`config.mk`:
```
export PLATFORM = sky130hd
export DESIGN_NAME = digital_tube_scanner
export DESIGN_NICKNAME = d
export VERILOG_FILES = /design/src/rtl/digital_tube_scanner.sv
export SDC_FILE = /design/constraint.sdc
export NUM_CORES = 1
export LEC_CHECK = 0
export CAP_MARGIN = 20
export CORE_ASPECT_RATIO = 0.75
export CORE_MARGIN = 2
export CORE_UTILIZATION = 55
export CTS_CLUSTER_DIAMETER = 200
export DETAILED_ROUTE_END_ITERATION = 8
export PLACE_DENSITY = 0.86
export SLEW_MARGIN = 20
export SYNTH_ARGS = -nofsm -noshare
export SYNTH_HDL_FRONTEND = slang
export SYNTH_SLANG_ARGS = --single-unit
```
`constraint.sdc`:
```
create_clock -name system_clock -period 5.45 [get_ports system_clock]
set_input_delay 1.635 -clock system_clock [delete_from_list [all_inputs] [get_ports system_clock]]
set_output_delay 1.635 -clock system_clock [all_outputs]
set_load 0.005 [all_outputs]
```
`src/rtl/digital_tube_scanner.sv`:
```
// Six-digit multiplexed 7-segment scanner with per-frame input snapshot.
// Optional build macro: LEADING_ZERO_BLANK_EN blanks leading zero digits.
module digital_tube_scanner #(
  parameter int SCAN_DIV = 50_000
) (
  input  logic       system_clock,
  input  logic       system_reset,
  input  logic [3:0] one,
  input  logic [3:0] ten,
  input  logic [3:0] hundred,
  input  logic [3:0] thousand,
  input  logic [3:0] ten_thousand,
  input  logic [3:0] hundred_thousand,
  input  logic [5:0] point,
  input  logic       enable,
  output logic [5:0] selection,
  output logic [7:0] segment,
  output logic       frame_start
);

  localparam int PW = (SCAN_DIV > 1) ? $clog2(SCAN_DIV) : 1;

  logic [PW-1:0]   r_presc;
  logic [2:0]      r_idx;
  logic            r_first;
  logic [5:0][3:0] r_sh_dig;
  logic [5:0]      r_sh_pt;
  logic [5:0]      r_sel;
  logic [7:0]      r_seg;
  logic            r_fs;

  logic            w_tick;
  logic            w_wrap;
  logic            w_snap;
  logic [3:0]      w_dig;
  logic            w_dp;
  logic            w_lz;

  function automatic logic [7:0] seg_decode(input logic [3:0] d, input logic dp,
                                            input logic blank);
    logic [7:0] s;
    case (d)
      4'd0:    s = 8'hC0;
      4'd1:    s = 8'hF9;
      4'd2:    s = 8'hA4;
      4'd3:    s = 8'hB0;
      4'd4:    s = 8'h99;
      4'd5:    s = 8'h92;
      4'd6:    s = 8'h82;
      4'd7:    s = 8'hF8;
      4'd8:    s = 8'h80;
      4'd9:    s = 8'h90;
      default: s = 8'hFF;
    endcase
    if (blank) s = 8'hFF;
    if (dp)    s[7] = 1'b0;
    return s;
  endfunction

  // The snapshot cycle after reset holds the prescaler so every slot is SCAN_DIV long.
  assign w_tick = !r_first && (r_presc == PW'(SCAN_DIV - 1));
  assign w_wrap = w_tick && (r_idx == 3'd5);
  assign w_snap = r_first || w_wrap;

  always_comb begin
    w_dig = 4'd0;
    w_dp  = 1'b0;
    case (r_idx)
      3'd0: begin w_dig = r_sh_dig[0]; w_dp = r_sh_pt[0]; end
      3'd1: begin w_dig = r_sh_dig[1]; w_dp = r_sh_pt[1]; end
      3'd2: begin w_dig = r_sh_dig[2]; w_dp = r_sh_pt[2]; end
      3'd3: begin w_dig = r_sh_dig[3]; w_dp = r_sh_pt[3]; end
      3'd4: begin w_dig = r_sh_dig[4]; w_dp = r_sh_pt[4]; end
      3'd5: begin w_dig = r_sh_dig[5]; w_dp = r_sh_pt[5]; end
      default: begin w_dig = 4'd0; w_dp = 1'b0; end
    endcase
  end

`ifdef LEADING_ZERO_BLANK_EN
  // Digit k is blank when it and every higher shadow digit are zero.
  always_comb begin
    logic acc;
    acc  = 1'b1;
    w_lz = 1'b0;
    for (int k = 5; k >= 1; k--) begin
      acc = acc && (r_sh_dig[k] == 4'd0);
      if (r_idx == 3'(k)) w_lz = acc;
    end
  end
`else
  assign w_lz = 1'b0;
`endif

  always_ff @(posedge system_clock) begin
    if (system_reset) begin
      r_presc  <= '0;
      r_idx    <= 3'd0;
      r_first  <= 1'b1;
      r_sh_dig <= '0;
      r_sh_pt  <= '0;
      r_sel    <= 6'b111111;
      r_seg    <= 8'hFF;
      r_fs     <= 1'b0;
    end else begin
      r_first <= 1'b0;
      r_fs    <= w_snap;
      if (!r_first) begin
        r_presc <= w_tick ? '0 : r_presc + 1'b1;
      end
      if (w_tick) begin
        r_idx <= w_wrap ? 3'd0 : r_idx + 3'd1;
      end
      if (w_snap) begin
        r_sh_dig <= {hundred_thousand, ten_thousand, thousand, hundred, ten, one};
        r_sh_pt  <= point;
      end
      if (r_first || !enable) begin
        r_sel <= 6'b111111;
        r_seg <= 8'hFF;
      end else begin
        r_sel <= ~(6'b000001 << r_idx);
        r_seg <= seg_decode(w_dig, w_dp, w_lz);
      end
    end
  end

  assign selection   = r_sel;
  assign segment     = r_seg;
  assign frame_start = r_fs;

endmodule

```
==> out/metrics.csv, run 1 <==
metric;value;unit
status;finished clean;
fraction of met2 tracks used by global routing;36.0;%
setup slack of the most critical reg-to-reg path;2.46;ns
Most Used Layer, Global Route;met2;
Total Die Area;0.00572;sq mm
flip-flop cell with the highest count after synthesis;sky130_fd_sc_hd__dfxtp_1;
DIE HEIGHT;66.0;um
instance count of the mapped netlist;281;
fin crit share;58.6;%
commonest cells after routing, fill and taps aside;65 x sky130_fd_sc_hd__dfxtp_1, 51 x sky130_fd_sc_hd__nor2_1, 47 x sky130_fd_sc_hd__clkdlybuf4s50_1;
transition at the pin with the smallest max-transition slack;0.721;ns
Critical-path top delay cell;sky130_fd_sc_hd__or3b_2;
first-pass GRT wire length;9610;um
Root Buffer;sky130_fd_sc_hd__clkbuf_8;
Worst path top cell family by delay;simple AND/OR/NAND/NOR gates;
Synth Cell Area;0.00282;sq mm
layout overhead on the synthesized area;23.5;%
initial core utilization;57.2;%
worst reg2reg path startpoint;r_idx[0];
TNS Setup;0;ns
final-report hold violation count;0;
Buf/Inv on CP;2;
Post-CTS Hold Fix Bufs;0;
slowest cell delay on critical path;0.56;ns
Top-Level Pins;48;
Total Routing Usage GR;21.9;%
number of standard-cell rows in the floorplan;22;
power consumption;990;uW
number of enable flip-flop cells after synthesis;0;
initial detailed-routing violation count;113;
total of cells resized after clock tree synthesis;0;
total of max-cap violations;0;
layout cells sized above 1;8.13;%
launch point of the worst path;system_reset;
residual DRC count;0;
maximum number of buffers from clock root to sink;2;
final worst clock skew;0.00689;ns
Detailed Routing Iterations Pass 1;4;
fraction of registers with async set or reset after synthesis;0;%
min-delay worst type;flip-flop to flip-flop;
clock edge transition at the registers on the reported setup and hold paths;0.07;ns
Seq/Total Area, Yosys;46.2;%
routability congestion estimate;0.787;
CP Capture Type;flip-flop;
power density of the placed cells;285;mW/mm^2
GR Layer Usage met1;27.0;%
Worst-Skew Late Latency;0.34;ns
Rel. slew slack;51.8;%
Crit path depth;5;
Peak Freq;313;MHz
number of nets still failing antenna checks after routing;0;
min-delay src;r_presc[1];
syn nets;325;
largest fanout on the critical path;41;
post-detailed-placement half-perimeter wirelength;3850;um
met3 track demand over resource in global routing;8.61;%
vias per cell;5.47;
library cells used by synthesis;50;
total via count after detailed routing;2145;
Post-Syn Area per Cell;10.0;sq um
Max IR drop VDD;0.156;mV
Hold Worst Slack;0.491;ns
global route overflow;0;
Worst EP required;5.65;ns
# Post-CTS Setup Buffers;0;
Layout Utilization;70.6;%
unrepaired setup endpoints after global routing;false;
Crit path arrival time;3.39;ns
CTS H-tree depth;3;
largest net degree at the start of global routing;42;
Warnings, synthesis;0;
number of global-route vias before repair;2053;
Final Routed Wirelength;5610;um
average routed wire per standard cell;14.3;um
kind of critical path;primary input to flip-flop;
TritonCTS clock tree;done;
CTS buffer count;9;
Finish-stage setup viols;0;
most common cell after layout, fill and taps aside;sky130_fd_sc_hd__dfxtp_1;
final slew viol count;0;
Seq cells post-synth;65;
destination of the critical timing path;segment[6];
Num Clock Sinks;65;
Worst R2R Path Depth;9;
initial antenna violation count;0;
Final Cell Area;0.00348;sq mm
port bufs;47;
reg2reg end;segment[6];
DIE WIDTH;86.7;um
leakage power total;0.00139;uW
placed cell areas;0.00329;sq mm
ant diodes;0;
list of cells traversed by the critical path;clkdlybuf4s50_1, buf_4, or3b_2, nor4_1, a21oi_1;
sort of element at the start of the critical path;primary input;
Final Critical Period;3.19;ns
Post-layout nets;371;
core box area;0.00493;sq mm
-- metal layers --
metal  wire [um]  up-vias  share of wire (%)
li1            -     1089                  -
met1        2580      995                 46
met2        2610       53                 46
met3         381        8                6.8
met4          49        0               0.87
met5           0        -                  0
-- cells by family after synthesis --
logic type	count (synthesis)	share of synthesized area (%)
AO/OA/AOI/OAI	33	9.59
buffers and inverters	20	4.35
adder cells (fa/ha/maj)	11	4.88
XOR/XNOR	14	4.35
multiplexers	34	12.3
flip-flops	65	46.2
AND/OR/NAND/NOR	104	18.3
-- power by group --
group	switching, uW	total, uW	internal (uW)
clock network	174	397	223
logic	37.3	88.8	51.4
registers	10.8	504	493
-- through the flow --
stage | std cells | setup WS, ns
after detailed placement | 376 | 1.91
after global placement | 376 | 1.94
final | 392 | 2.26
after floorplan | 281 | 2.82
after CTS | 392 | 2.26
after global routing | 392 | 2.08
-- synthesized netlist by cell type (4+ instances only) --
master                     instances  area, sq um
sky130_fd_sc_hd__dfxtp_1          65         1300
sky130_fd_sc_hd__nor2_1           51          191
sky130_fd_sc_hd__mux2i_1          31          310
sky130_fd_sc_hd__nand2_1          13         48.8
sky130_fd_sc_hd__a21oi_1          11         55.1
sky130_fd_sc_hd__ha_1             11          138
sky130_fd_sc_hd__xor2_1            8         70.1
sky130_fd_sc_hd__clkbuf_1          6         22.5
sky130_fd_sc_hd__nand3_1           6         30.0
sky130_fd_sc_hd__xnor2_1           6         52.6
sky130_fd_sc_hd__a222oi_1          5         50.1
sky130_fd_sc_hd__inv_1             5         18.8
sky130_fd_sc_hd__nand4_1           5         31.3
sky130_fd_sc_hd__buf_6             4         45.0
sky130_fd_sc_hd__o21ai_0           4         20.0
-- registers in the layout, indices dropped and copies added, names as in the netlist --
| register | cells |
|---|---|
| frame_start | 1 |
| r_first | 1 |
| r_idx | 3 |
| r_presc | 16 |
| r_sh_dig | 24 |
| r_sh_pt | 6 |
| segment | 8 |
| selection | 6 |
-- worst reg2reg max path: cells and delay by family, from the launching register on --
family	cells	cell delay, ns
compound gates	4	1.22
flops	1	0.39
buf+inv	2	0.23
fa+ha+maj	2	0.60
simple gates	1	0.42
-- final cells by class --
type / count / area (sq um)
Clock buffer: 13 / 149
Clock inverter: 3 / 40.0
Fill cell: 392 / 1450
Inverter: 6 / 27.5
Multi-Input combinational cell: 196 / 1400
Sequential cell: 65 / 1300
Tap cell: 60 / 75.1
Timing Repair Buffer: 49 / 485
-- how the worst min path moves through the flow --
stage	to	cells past startpoint
after detailed placement	r_presc[1]	2
after CTS	r_presc[1]	2
after global placement	r_presc[1]	2
after floorplan	r_sh_dig[19]	2
final	r_presc[1]	2
after global routing	r_presc[1]	2
Note: power is estimated with default switching activity, not from simulation.
==> inputs of run 2 (changes only) <==
- CORE_UTILIZATION: 55 -> 52
- PLACE_DENSITY: 0.86 -> 0.83
- clock period: 5.45 -> 3.2 ns (I/O delays scaled with it)
==> run 2 against run 1 <==
Against the previous run: first-iteration DRC count increased by 24%; hold slack improved by 0.0088 ns; clock skew rose by 0.0048 ns; die area grew 5.5%; critical path depth up 4; total power increased by 88%; sequential cell count did not move; global-route usage fell by 0.78 points; setup slack lost 1.9 ns; sequential share of layout area decreased by 0.92 points; register-to-register slack worse by 2.1 ns.
==> out/metrics.csv, run 2 (same netlist as run 1, synthesis figures left out) <==
metric;value;unit
initial detailed-routing violation count;140;
kind of critical path;flip-flop to flip-flop;
Total Die Area;0.00603;sq mm
clock edge transition at the registers on the reported setup and hold paths;0.07;ns
average routed wire per standard cell;14.4;um
largest fanout on the critical path;7;
ant diodes;0;
Critical-path top delay cell;sky130_fd_sc_hd__a221oi_1;
CP Capture Type;flip-flop;
Finish-stage setup viols;0;
DIE HEIGHT;67.8;um
Peak Freq;356;MHz
vias per cell;5.27;
most common cell after layout, fill and taps aside;sky130_fd_sc_hd__dfxtp_1;
layout overhead on the synthesized area;26.6;%
Sequential Area;0.00130;sq mm
leakage power total;0.00143;uW
final-report hold violation count;0;
Top-Level Pins;48;
total of cells resized after clock tree synthesis;0;
number of flip-flops under the largest register name;24;
routability congestion estimate;0.838;
TritonCTS clock tree;done;
core box area;0.00530;sq mm
Root Buffer;sky130_fd_sc_hd__clkbuf_8;
Crit path arrival time;3.01;ns
global route overflow;0;
fin crit share;87.7;%
min-delay src;r_sh_dig[0];
Buf/Inv on CP;2;
Detailed Routing Iterations Pass 1;4;
placed cell areas;0.00332;sq mm
CTS buffer count;9;
TNS Setup;0;ns
layout cells sized above 1;9.58;%
Most Used Layer, Global Route;met2;
sort of element at the start of the critical path;flip-flop;
Total Routing Usage GR;21.1;%
list of cells traversed by the critical path;inv_1, ha_1, a222oi_1, o21ai_0, a221oi_1, inv_1, ha_1, nor4_1, a21oi_1;
CTS H-tree depth;3;
Crit path depth;9;
Post-layout nets;373;
launch point of the worst path;r_idx[0];
met3 track demand over resource in global routing;8.07;%
Worst path top cell family by delay;compound AO/OA/AOI/OAI gates;
total via count after detailed routing;2154;
commonest cells after routing, fill and taps aside;65 x sky130_fd_sc_hd__dfxtp_1, 51 x sky130_fd_sc_hd__nor2_1, 47 x sky130_fd_sc_hd__clkdlybuf4s50_1;
fraction of met2 tracks used by global routing;35.2;%
Final Routed Wirelength;5870;um
final worst clock skew;0.0117;ns
initial core utilization;53.2;%
unrepaired setup endpoints after global routing;false;
fill count;445;
Final Critical Period;2.81;ns
GR Layer Usage met1;25.5;%
Num Clock Sinks;65;
Post-CTS Hold Fix Bufs;0;
Rel. slew slack;52.8;%
Worst-Skew Late Latency;0.34;ns
post-detailed-placement half-perimeter wirelength;4020;um
Max IR drop VDD;0.269;mV
# Post-CTS Setup Buffers;0;
first-pass GRT wire length;9520;um
initial antenna violation count;0;
final slew viol count;0;
maximum number of buffers from clock root to sink;2;
power density of the placed cells;521;mW/mm^2
Final Cell Area;0.00357;sq mm
status;finished clean;
DIE WIDTH;89;um
transition at the pin with the smallest max-transition slack;0.708;ns
slowest cell delay on critical path;0.60;ns
register with the highest flop count;r_sh_dig;
number of nets still failing antenna checks after routing;0;
largest net degree at the start of global routing;40;
Worst EP required;3.41;ns
Worst R2R Path Depth;9;
total of max-cap violations;0;
residual DRC count;0;
number of instances on the worst hold path;2;
min-delay worst type;flip-flop to flip-flop;
footprint of the multi-input gates;0.00140;sq mm
port bufs;47;
worst reg2reg path startpoint;r_idx[0];
number of standard-cell rows in the floorplan;23;
number of global-route vias before repair;2087;
==> run 2: layer usage <==
metal | up-vias | wire, um
li1 | 1083 | -
met1 | 1005 | 2750
met2 | 60 | 2790
met3 | 6 | 282
met4 | 0 | 57
met5 | - | 0
==> run 2: per-stage QoR <==
step           worst slack [ns]  power, uW  utilization [%]  hold slack, ns  std cells
3_3_place_gp              0.658       1020             62.8           0.471        393
2_1_floorplan             0.767        960                -           0.455        281
6_report                  0.394       1860             67.4           0.500        409
4_1_cts                   0.391       1880             67.4           0.506        409
3_5_place_dp              0.482       1030             62.8           0.489        393
5_1_grt                  0.0280       1930             67.4           0.532        409
==> run 2: worst paths after layout <==
kind / end / slack (ns)
worst max-delay path: segment[6] / 0.39
worst min-delay path: r_sh_dig[0] / 0.50
worst max register to register: segment[6] / 0.39
worst min register to register: r_sh_dig[0] / 0.50
==> run 2: final cells by class <==
type                       instances  share of cell area [%]
sequential                        65                    36.5
tap                               75                    2.63
timing repair buffer              51                    14.0
clock inverter                     6                    2.95
inverter                           6                   0.772
multi-input combinational        196                    39.3
clock buffer                      10                    3.86
==> run 2: worst register-to-register path: stages (launching register included) <==
cell and delay [ns]:
sky130_fd_sc_hd__dfxtp_1 0.41, sky130_fd_sc_hd__inv_1 0.09, sky130_fd_sc_hd__ha_1 0.32, sky130_fd_sc_hd__a222oi_1 0.28, sky130_fd_sc_hd__o21ai_0 0.13, sky130_fd_sc_hd__a221oi_1 0.60
sky130_fd_sc_hd__inv_1 0.15, sky130_fd_sc_hd__ha_1 0.22, sky130_fd_sc_hd__nor4_1 0.39, sky130_fd_sc_hd__a21oi_1 0.09
==> run 2: power by group <==
group,switching (uW),internal (uW),total (uW)
combinational,64.6,88.4,153
sequential,20.4,840,860
clock,311,535,846
==> inputs of run 3 (changes only) <==
- CORE_UTILIZATION: 52 -> 55
- DONT_BUFFER_PORTS: not set -> 1
- PLACE_DENSITY: 0.83 -> 0.74
- clock period: 3.2 -> 3.4 ns (I/O delays scaled with it)
==> run 3 against run 2 <==
Against the previous run: sequential share of layout area is 6.9 points higher; via count is 8.5% lower; clock skew is 0.00060 ns lower; non-clock buffer count is 49 lower; die area is 5.2% lower; routed wire length is 7.2% lower; critical path depth stayed put; largest cell class unchanged.
==> out/metrics.csv, run 3 (same netlist as run 1, synthesis figures left out) <==
metric;value;unit
status;finished clean;
CP Capture Type;flip-flop;
DIE WIDTH;86.7;um
register with the highest flop count;r_sh_dig;
number of nets still failing antenna checks after routing;0;
Rel. slew slack;53.7;%
CTS buffer count;9;
Crit path depth;9;
port bufs;0;
Final Critical Period;2.88;ns
number of global-route vias before repair;1996;
Placed Instances;329;
net switching component of the power;344;uW
Detailed Routing Iterations Pass 1;5;
Post-layout nets;324;
Worst path top cell family by delay;compound AO/OA/AOI/OAI gates;
Top-Level Pins;48;
clock edge transition at the registers on the reported setup and hold paths;0.07;ns
TNS Setup;0;ns
Total Routing Usage GR;21.9;%
average routed wire per standard cell;15.9;um
unrepaired setup endpoints after global routing;false;
slowest cell delay on critical path;0.56;ns
Peak Freq;347;MHz
core box area;0.00493;sq mm
final worst clock skew;0.0111;ns
internal portion of total power;1130;uW
initial antenna violation count;0;
first-pass GRT wire length;9430;um
final-report hold violation count;0;
vias per cell;5.75;
Crit path arrival time;3.09;ns
residual DRC count;0;
ant diodes;0;
number of standard-cell rows in the floorplan;22;
global route overflow;0;
layout overhead on the synthesized area;6.53;%
most common cell after layout, fill and taps aside;sky130_fd_sc_hd__dfxtp_1;
final slew viol count;0;
power consumption;1470;uW
fill count;398;
Max IR drop VDD;0.415;mV
TritonCTS clock tree;done;
setup slack of the most critical reg-to-reg path;0.52;ns
relative contribution of the clock network to total power;38.9;%
number of flip-flops under the largest register name;24;
Buf/Inv on CP;2;
initial detailed-routing violation count;188;
proportion of power drawn by combinational gates;6.0;%
sequential share of power;55.1;%
largest fanout on the critical path;12;
total of max-cap violations;0;
kind of critical path;flip-flop to flip-flop;
maximum number of buffers from clock root to sink;2;
Root Buffer;sky130_fd_sc_hd__clkbuf_8;
Final Routed Wirelength;5450;um
worst slack after detailed placement;0.578;ns
Post-CTS Hold Fix Bufs;0;
net switching fraction of the power;23.4;%
min-delay worst type;flip-flop to flip-flop;
CTS H-tree depth;3;
Critical-path top delay cell;sky130_fd_sc_hd__a221oi_1;
post-detailed-placement half-perimeter wirelength;3880;um
leakage power total;0.00120;uW
DIE HEIGHT;66.0;um
# Post-CTS Setup Buffers;0;
Worst EP required;3.61;ns
Worst R2R Path Depth;9;
largest net degree at the start of global routing;42;
Worst-Skew Late Latency;0.35;ns
routability congestion estimate;0.790;
Finish-stage setup viols;0;
fin crit share;84.7;%
Final WS setup;0.519;ns
power density of the placed cells;491;mW/mm^2
sort of element at the start of the critical path;flip-flop;
number of instances on the worst hold path;2;
commonest cells after routing, fill and taps aside;65 x sky130_fd_sc_hd__dfxtp_1, 51 x sky130_fd_sc_hd__nor2_1, 31 x sky130_fd_sc_hd__mux2i_1;
Num Clock Sinks;65;
total via count after detailed routing;1971;
list of cells traversed by the critical path;inv_1, ha_1, a222oi_1, o21ai_0, a221oi_1, inv_1, ha_1, nor4_1, a21oi_1;
initial core utilization;57.2;%
layout cells sized above 1;9.89;%
transition at the pin with the smallest max-transition slack;0.693;ns
final cell count without fillers;343;
total of cells resized after clock tree synthesis;0;
Total Die Area;0.00572;sq mm
-- run 3: cell types whose count changed in the layout (fill, tap and decap cells not counted), sizes merged --
cell / change
clkinvlp: +1
buf: -2
clkdlybuf4s50: -47
clkinv: -1
clkbuf: +1
bufinv: -3
-- run 3: worst register-to-register path: stages, from the launching register on --
cell and delay (ns):
sky130_fd_sc_hd__dfxtp_1 0.41, sky130_fd_sc_hd__inv_1 0.09, sky130_fd_sc_hd__ha_1 0.36, sky130_fd_sc_hd__a222oi_1 0.38
sky130_fd_sc_hd__o21ai_0 0.13, sky130_fd_sc_hd__a221oi_1 0.56, sky130_fd_sc_hd__inv_1 0.14, sky130_fd_sc_hd__ha_1 0.22
sky130_fd_sc_hd__nor4_1 0.38, sky130_fd_sc_hd__a21oi_1 0.08
-- run 3: power by group through the flow --
stage,combinational [uW],sequential [uW],clock [uW]
finish,89.0,811,573
CTS,89.9,811,582
global route,101,814,623
detailed placement,89.3,828,0
floorplan,84.4,819,0
global placement,86.3,828,0
-- run 3: layout make-up --
type,count,area [sq um],share of cell area [%]
Clock inverter,3,17.5,0.584
Tap cell,60,75.1,2.50
Inverter,6,27.5,0.917
Multi-Input combinational cell,196,1400,46.7
Clock buffer,11,151,5.04
Sequential cell,65,1300,43.4
Timing Repair Buffer,2,27.5,0.917
-- run 3: per-layer routing --
layer	global-route usage (%)	share of wire, %
met1	28.0	47
met2	32.5	45
met3	9.11	6.3
met4	9.38	1.8
met5	0	0
-- run 3: path summary, 6_finish.rpt --
kind	end	from
worst min-delay path	r_presc[1]	r_presc[1]
worst max register to register	segment[5]	r_idx[0]
worst max-delay path	segment[5]	r_idx[0]
worst min register to register	r_presc[1]	r_presc[1]
-- run 3: through the flow --
step	utilization (%)	instance area, sq um	hold WS, ns
finish	60.9	3000	0.486
global route	60.9	3000	0.528
global placement	57.5	2830	0.472
floorplan	-	2820	0.455
CTS	60.9	3000	0.491
detailed placement	57.5	2830	0.482
==> patch 1 (flow settings as in run 3) <==
Set the parameter `SCAN_DIV` to 100_000 (it was 50_000).
--- a/src/rtl/digital_tube_scanner.sv
+++ b/src/rtl/digital_tube_scanner.sv
@@ -3,3 +3,3 @@
 module digital_tube_scanner #(
-  parameter int SCAN_DIV = 50_000
+  parameter int SCAN_DIV = 100_000
 ) (
Behaviour: same outputs for any inputs over 10 cycles, from zero or initial values and one cycle with system_reset high; that may be too few to reach the edited logic, so the function may still have changed.
==> patch 1 against run 3 <==
Total power rose by 9.9%; design area rose by 0.96%; synthesized area barely moved; worst setup slack improved by 310 ps; routed wire length rose by 3.9%; sequential cell count rose by 1; clock power rose by 26%; synthesized cell count rose by 16%; highest routed layer unchanged.
==> patch 1: results (changes against run 3) <==
Critical path
  • Largest delay share family, worst path: compound AO/OA/AOI/OAI gates
  • Slowest cell on crit path: sky130_fd_sc_hd__a222oi_1
  • Number of cells traversed by the worst register-to-register path: 8 (-1)
  • Critical path's largest stage delay: 430 ps (-130 ps)
  • Max FO, Critical Path: 12 (unchanged)
  • Critical path capture point: segment[3]
  • Worst setup slack for register-to-register paths: 820 ps (+310 ps)
  • Crit. Startpoint: r_idx[0]
  • CP arrival: 2810 ps (-280 ps)

Place
  • Number of buffers inserted by port buffering: 0 (unchanged)
  • Detail Placement HPWL: 3940 µm (+1.8%)
  • Weighted congestion at the end of routability-driven global placement: 0.796 (+0.70%)

Timing
  • Actual transition at the worst max-transition pin: 893 ps (+200 ps)
  • Worst clock skew: 6.92 ps (-4.15 ps)

Drt
  • Ratio of routed vias to standard cells: 5.64 (-1.9%)
  • Number of DRC violations after detailed-routing iteration 0: 162 (-14%)
  • First-pass iteration count of the detailed router: 5 (unchanged)
  • Total detailed-routing wirelength: 5660 µm (+3.9%)

Logic synthesis
  • Unique cell type count in the Yosys netlist: 46 (-8.0%)
  • Nets in the synthesized netlist: 370 (+14%)
  • Dominant cells by area after synthesis: sky130_fd_sc_hd__dfxtp_1, sky130_fd_sc_hd__nand2_1, sky130_fd_sc_hd__a21oi_1
  • Most common library cells after synthesis: sky130_fd_sc_hd__nand2_1, sky130_fd_sc_hd__dfxtp_1, sky130_fd_sc_hd__a21oi_1
  • Number of warnings issued by yosys: 0 (unchanged)
  • Predominant post-synthesis flop cell: sky130_fd_sc_hd__dfxtp_1
  • Sequential-to-total area share from yosys stat: 46.9% (+0.69 points)
  • Async SR Flop Fraction: 0% (unchanged)

Clock tree
  • Worst skew pair latency: 350 ps (about the same)
  • Level count of the clock H-tree: 3 (unchanged)
  • Cts repair resizes: 0 (unchanged)
  • Cell at the root of the clock tree: sky130_fd_sc_hd__clkbuf_8
  • Post-CTS setup buffer count: 0 (unchanged)
  • Inserted Clock Buffers: 9 (unchanged)
  • Buffer depth of the longest clock path: 2 (unchanged)

Layout
  • Number of flip-flops under the largest register name: 24 (unchanged)
  • Fraction of layout instances using a drive strength above 1: 7.72% (-2.2 points)
  • Layout Nets: 363 (+12%)
  • Register with the most flip-flops: r_sh_dig
  • Fill cell count: 425 (+6.8%)

Run
  • Max-cap violations: 0 (unchanged)

Global route
  • Wire length of the first global-routing pass: 9250 µm (-1.9%)
  • Maximum number of pins on one net before global-route repair: 41 (-2.4%)
  • Number of antenna violations at the first check in global routing: 0 (unchanged)
  • Global routing usage summed across all routing layers: 21.4% (-0.52 points)
  • Via count of the first global-routing pass: 1938 (-2.9%)

Pwr
  • IR Drop Worst-Case VDD: 0.252 mV (-39%)
  • Leakage Power: 1.13 nW (-5.4%)

Run status
  • Result of the run: finished, final reports clean
[patch 1: layer usage]
metal  GRT usage, %  up-vias  share of wire (%)  routed length [µm]
met5              0        -                  0                   0
met4           7.62        0               0.88                  50
met3           8.49        5                8.0                 450
met2           27.9       62                 39                2210
met1           31.3     1001                 52                2950
li1               -     1096                  -                   -
[patch 1: worst reg2reg max path, cell delays in order (launching register included)]
cell and delay, ps:
sky130_fd_sc_hd__dfxtp_1 400, sky130_fd_sc_hd__inv_1 80, sky130_fd_sc_hd__ha_1 340, sky130_fd_sc_hd__a222oi_1 430, sky130_fd_sc_hd__nor2_1 80, sky130_fd_sc_hd__a311o_2 430, sky130_fd_sc_hd__ha_1 340, sky130_fd_sc_hd__nor4_1 280
sky130_fd_sc_hd__a21oi_1 80
[patch 1: report_power, final]
part           switching, W  internal, W  leakage, nW   total, W
sequential        0.0000182     0.000801        0.540   0.000819
combinational     0.0000460    0.0000336        0.482  0.0000796
clock              0.000291     0.000430        0.109   0.000721
[patch 1: cells by family after synthesis]
logic type / Yosys count / synth area share (%)
flip-flops: 66 / 46.9
XOR/XNOR: 16 / 4.97
adder cells (fa/ha/maj): 11 / 4.88
AND/OR/NAND/NOR: 137 / 21.9
AO/OA/AOI/OAI: 64 / 14.7
multiplexers: 6 / 2.17
buffers and inverters: 26 / 4.53
[patch 1: worst min path at each step]
stage	start	to	cells past startpoint	slack, ps
2_1_floorplan	r_sh_pt[4]	r_sh_pt[4]	2	430
3_3_place_gp	r_sh_dig[8]	r_sh_dig[8]	2	440
3_5_place_dp	r_sh_dig[15]	r_sh_dig[15]	2	440
4_1_cts	r_sh_dig[15]	r_sh_dig[15]	2	450
5_1_grt	r_sh_dig[8]	r_sh_dig[8]	2	470
6_report	r_sh_pt[4]	r_sh_pt[4]	2	450
[patch 1: final cells by class]
cell class,instances,share of cell area [%]
multi-input cells,234,45.5
clock inverters,5,2.56
repair buffers,2,0.495
flip-flops and latches,66,43.6
well taps,60,2.48
inverters,6,0.743
clock buffers,11,4.67
[patch 1: stage by stage]
| step | area [µm²] | worst slack (ps) | utilization (%) | hold slack, ps | cells |
|---|---|---|---|---|---|
| finish | 3030 | 824 | 61.5 | 449 | 384 |
| global route | 3030 | 655 | 61.5 | 466 | 384 |
| CTS | 3030 | 830 | 61.5 | 452 | 384 |
| detailed placement | 2810 | 854 | 57.1 | 443 | 368 |
| global placement | 2810 | 964 | 57.1 | 440 | 368 |
| floorplan | 2820 | 1070 | - | 428 | 326 |
==> patch 2 (flow settings as in run 3) <==
Without the edit above. Make the reset (`system_reset`) asynchronous in one clocked block.
--- a/src/rtl/digital_tube_scanner.sv
+++ b/src/rtl/digital_tube_scanner.sv
@@ -93,3 +93,3 @@
 
-  always_ff @(posedge system_clock) begin
+  always_ff @(posedge system_clock or posedge system_reset) begin
     if (system_reset) begin
Behaviour: differs if system_reset is asserted again (counterexample within 4 cycles, from zero or initial values and one cycle with system_reset high); with system_reset held inactive, the same outputs for 10 cycles.
==> patch 2 against run 3 <==
Cell count fell by 4.7%; sequential cell count did not move; critical path depth decreased by 1; synthesized area grew 11%; highest routed layer unchanged; non-clock buffer count rose by 3; via count is 8.0% lower; routed wire length up 4.7%; worst setup slack improved by 300 ps; sequential share of layout area up 5.8 points; design area increased by 11%; clock skew decreased by 4.3 ps.
Power is not compared: it rests on default switching activity, and its combinational part moved more than twofold at a synthesized area within 25%.
==> patch 2: results (changes against run 3) <==
Logic synthesis
  • Instance count of the mapped netlist: 242 (-14%)
  • Sequential-to-total area share from yosys stat: 52.6% (+6.5 points)
  • Async SR Flop Fraction: 100% (+100 points)
  • Unique cell type count in the Yosys netlist: 45 (-10%)
  • Dominant cells by area after synthesis: sky130_fd_sc_hd__dfrtp_1, sky130_fd_sc_hd__mux2_4, sky130_fd_sc_hd__dfstp_2
  • Most common library cells after synthesis: sky130_fd_sc_hd__dfrtp_1, sky130_fd_sc_hd__mux2_4, sky130_fd_sc_hd__nand2_1

Critical path
  • Endpoint of the lowest-slack register-to-register path: segment[5]
  • Critical path's largest stage delay: 620 ps (+60 ps)
  • CP arrival: 2840 ps (-250 ps)
  • Largest delay share family, worst path: flip-flops
  • Start of the worst register-to-register path: r_idx[2]
  • Number of cells traversed by the worst register-to-register path: 8 (-1)

Run status
  • Result of the run: finished, final reports clean

Layout
  • Fill cell count: 438 (+10%)
  • Area fraction of clock buffers and clock inverters: 5.20% (-0.43 points)
  • Multi-input logic cell count: 157 (-20%)
  • Sequential fraction of total cell area: 49.2% (+5.8 points)
  • Final Instance Count excl. Fillers: 327 (-4.7%)
  • Number of non-clock buffers in the layout: 5 (+3)
  • Signal inverters: 9 (+3)

Drt
  • Post-DR wirelength/cell: 17.4 µm (+9.8%)
  • Met2 WL post-DR: 2350 µm (-4.7%)
  • M1 wire length: 2910 µm (+15%)
  • Met3 wire length: 387 µm (+13%)

Timing
  • Worst clock skew: 6.78 ps (-4.29 ps)
  • WHS: 491 ps (+4.70 ps)

Global route
  • Maximum number of pins on one net before global-route repair: 41 (-2.4%)
  • M1 GR Usage: 30.6% (+2.6 points)

Place
  • Detail Placement HPWL: 4080 µm (+5.2%)
  • DP Area: 3170 µm² (+12%)

Min path
  • Hold depth: 1 (-1)
==> patch 2: cell count changes after synthesis, moves of 15 or more <==
| cell | delta |
|---|---|
| sky130_fd_sc_hd__dfxtp_1 | -65 |
| sky130_fd_sc_hd__dfrtp_1 | +50 |
| sky130_fd_sc_hd__nor2_1 | -36 |
| sky130_fd_sc_hd__mux2_4 | +28 |
| sky130_fd_sc_hd__mux2i_1 | -26 |
| sky130_fd_sc_hd__dfstp_2 | +15 |
==> patch 2: logic make-up (layout without fill, tap and decap cells) <==
group                    count (synthesis)  after routing  share of synthesized area (%)
flip-flops                              65             65                           52.6
AND/OR/NAND/NOR                         61             61                           10.1
multiplexers                            40             40                           17.7
AO/OA/AOI/OAI                           30             30                           7.29
buffers and inverters                   20             30                           3.84
XOR/XNOR                                14             14                           3.92
adder cells (fa/ha/maj)                 11             11                           4.40
other                                    1              1                          0.120
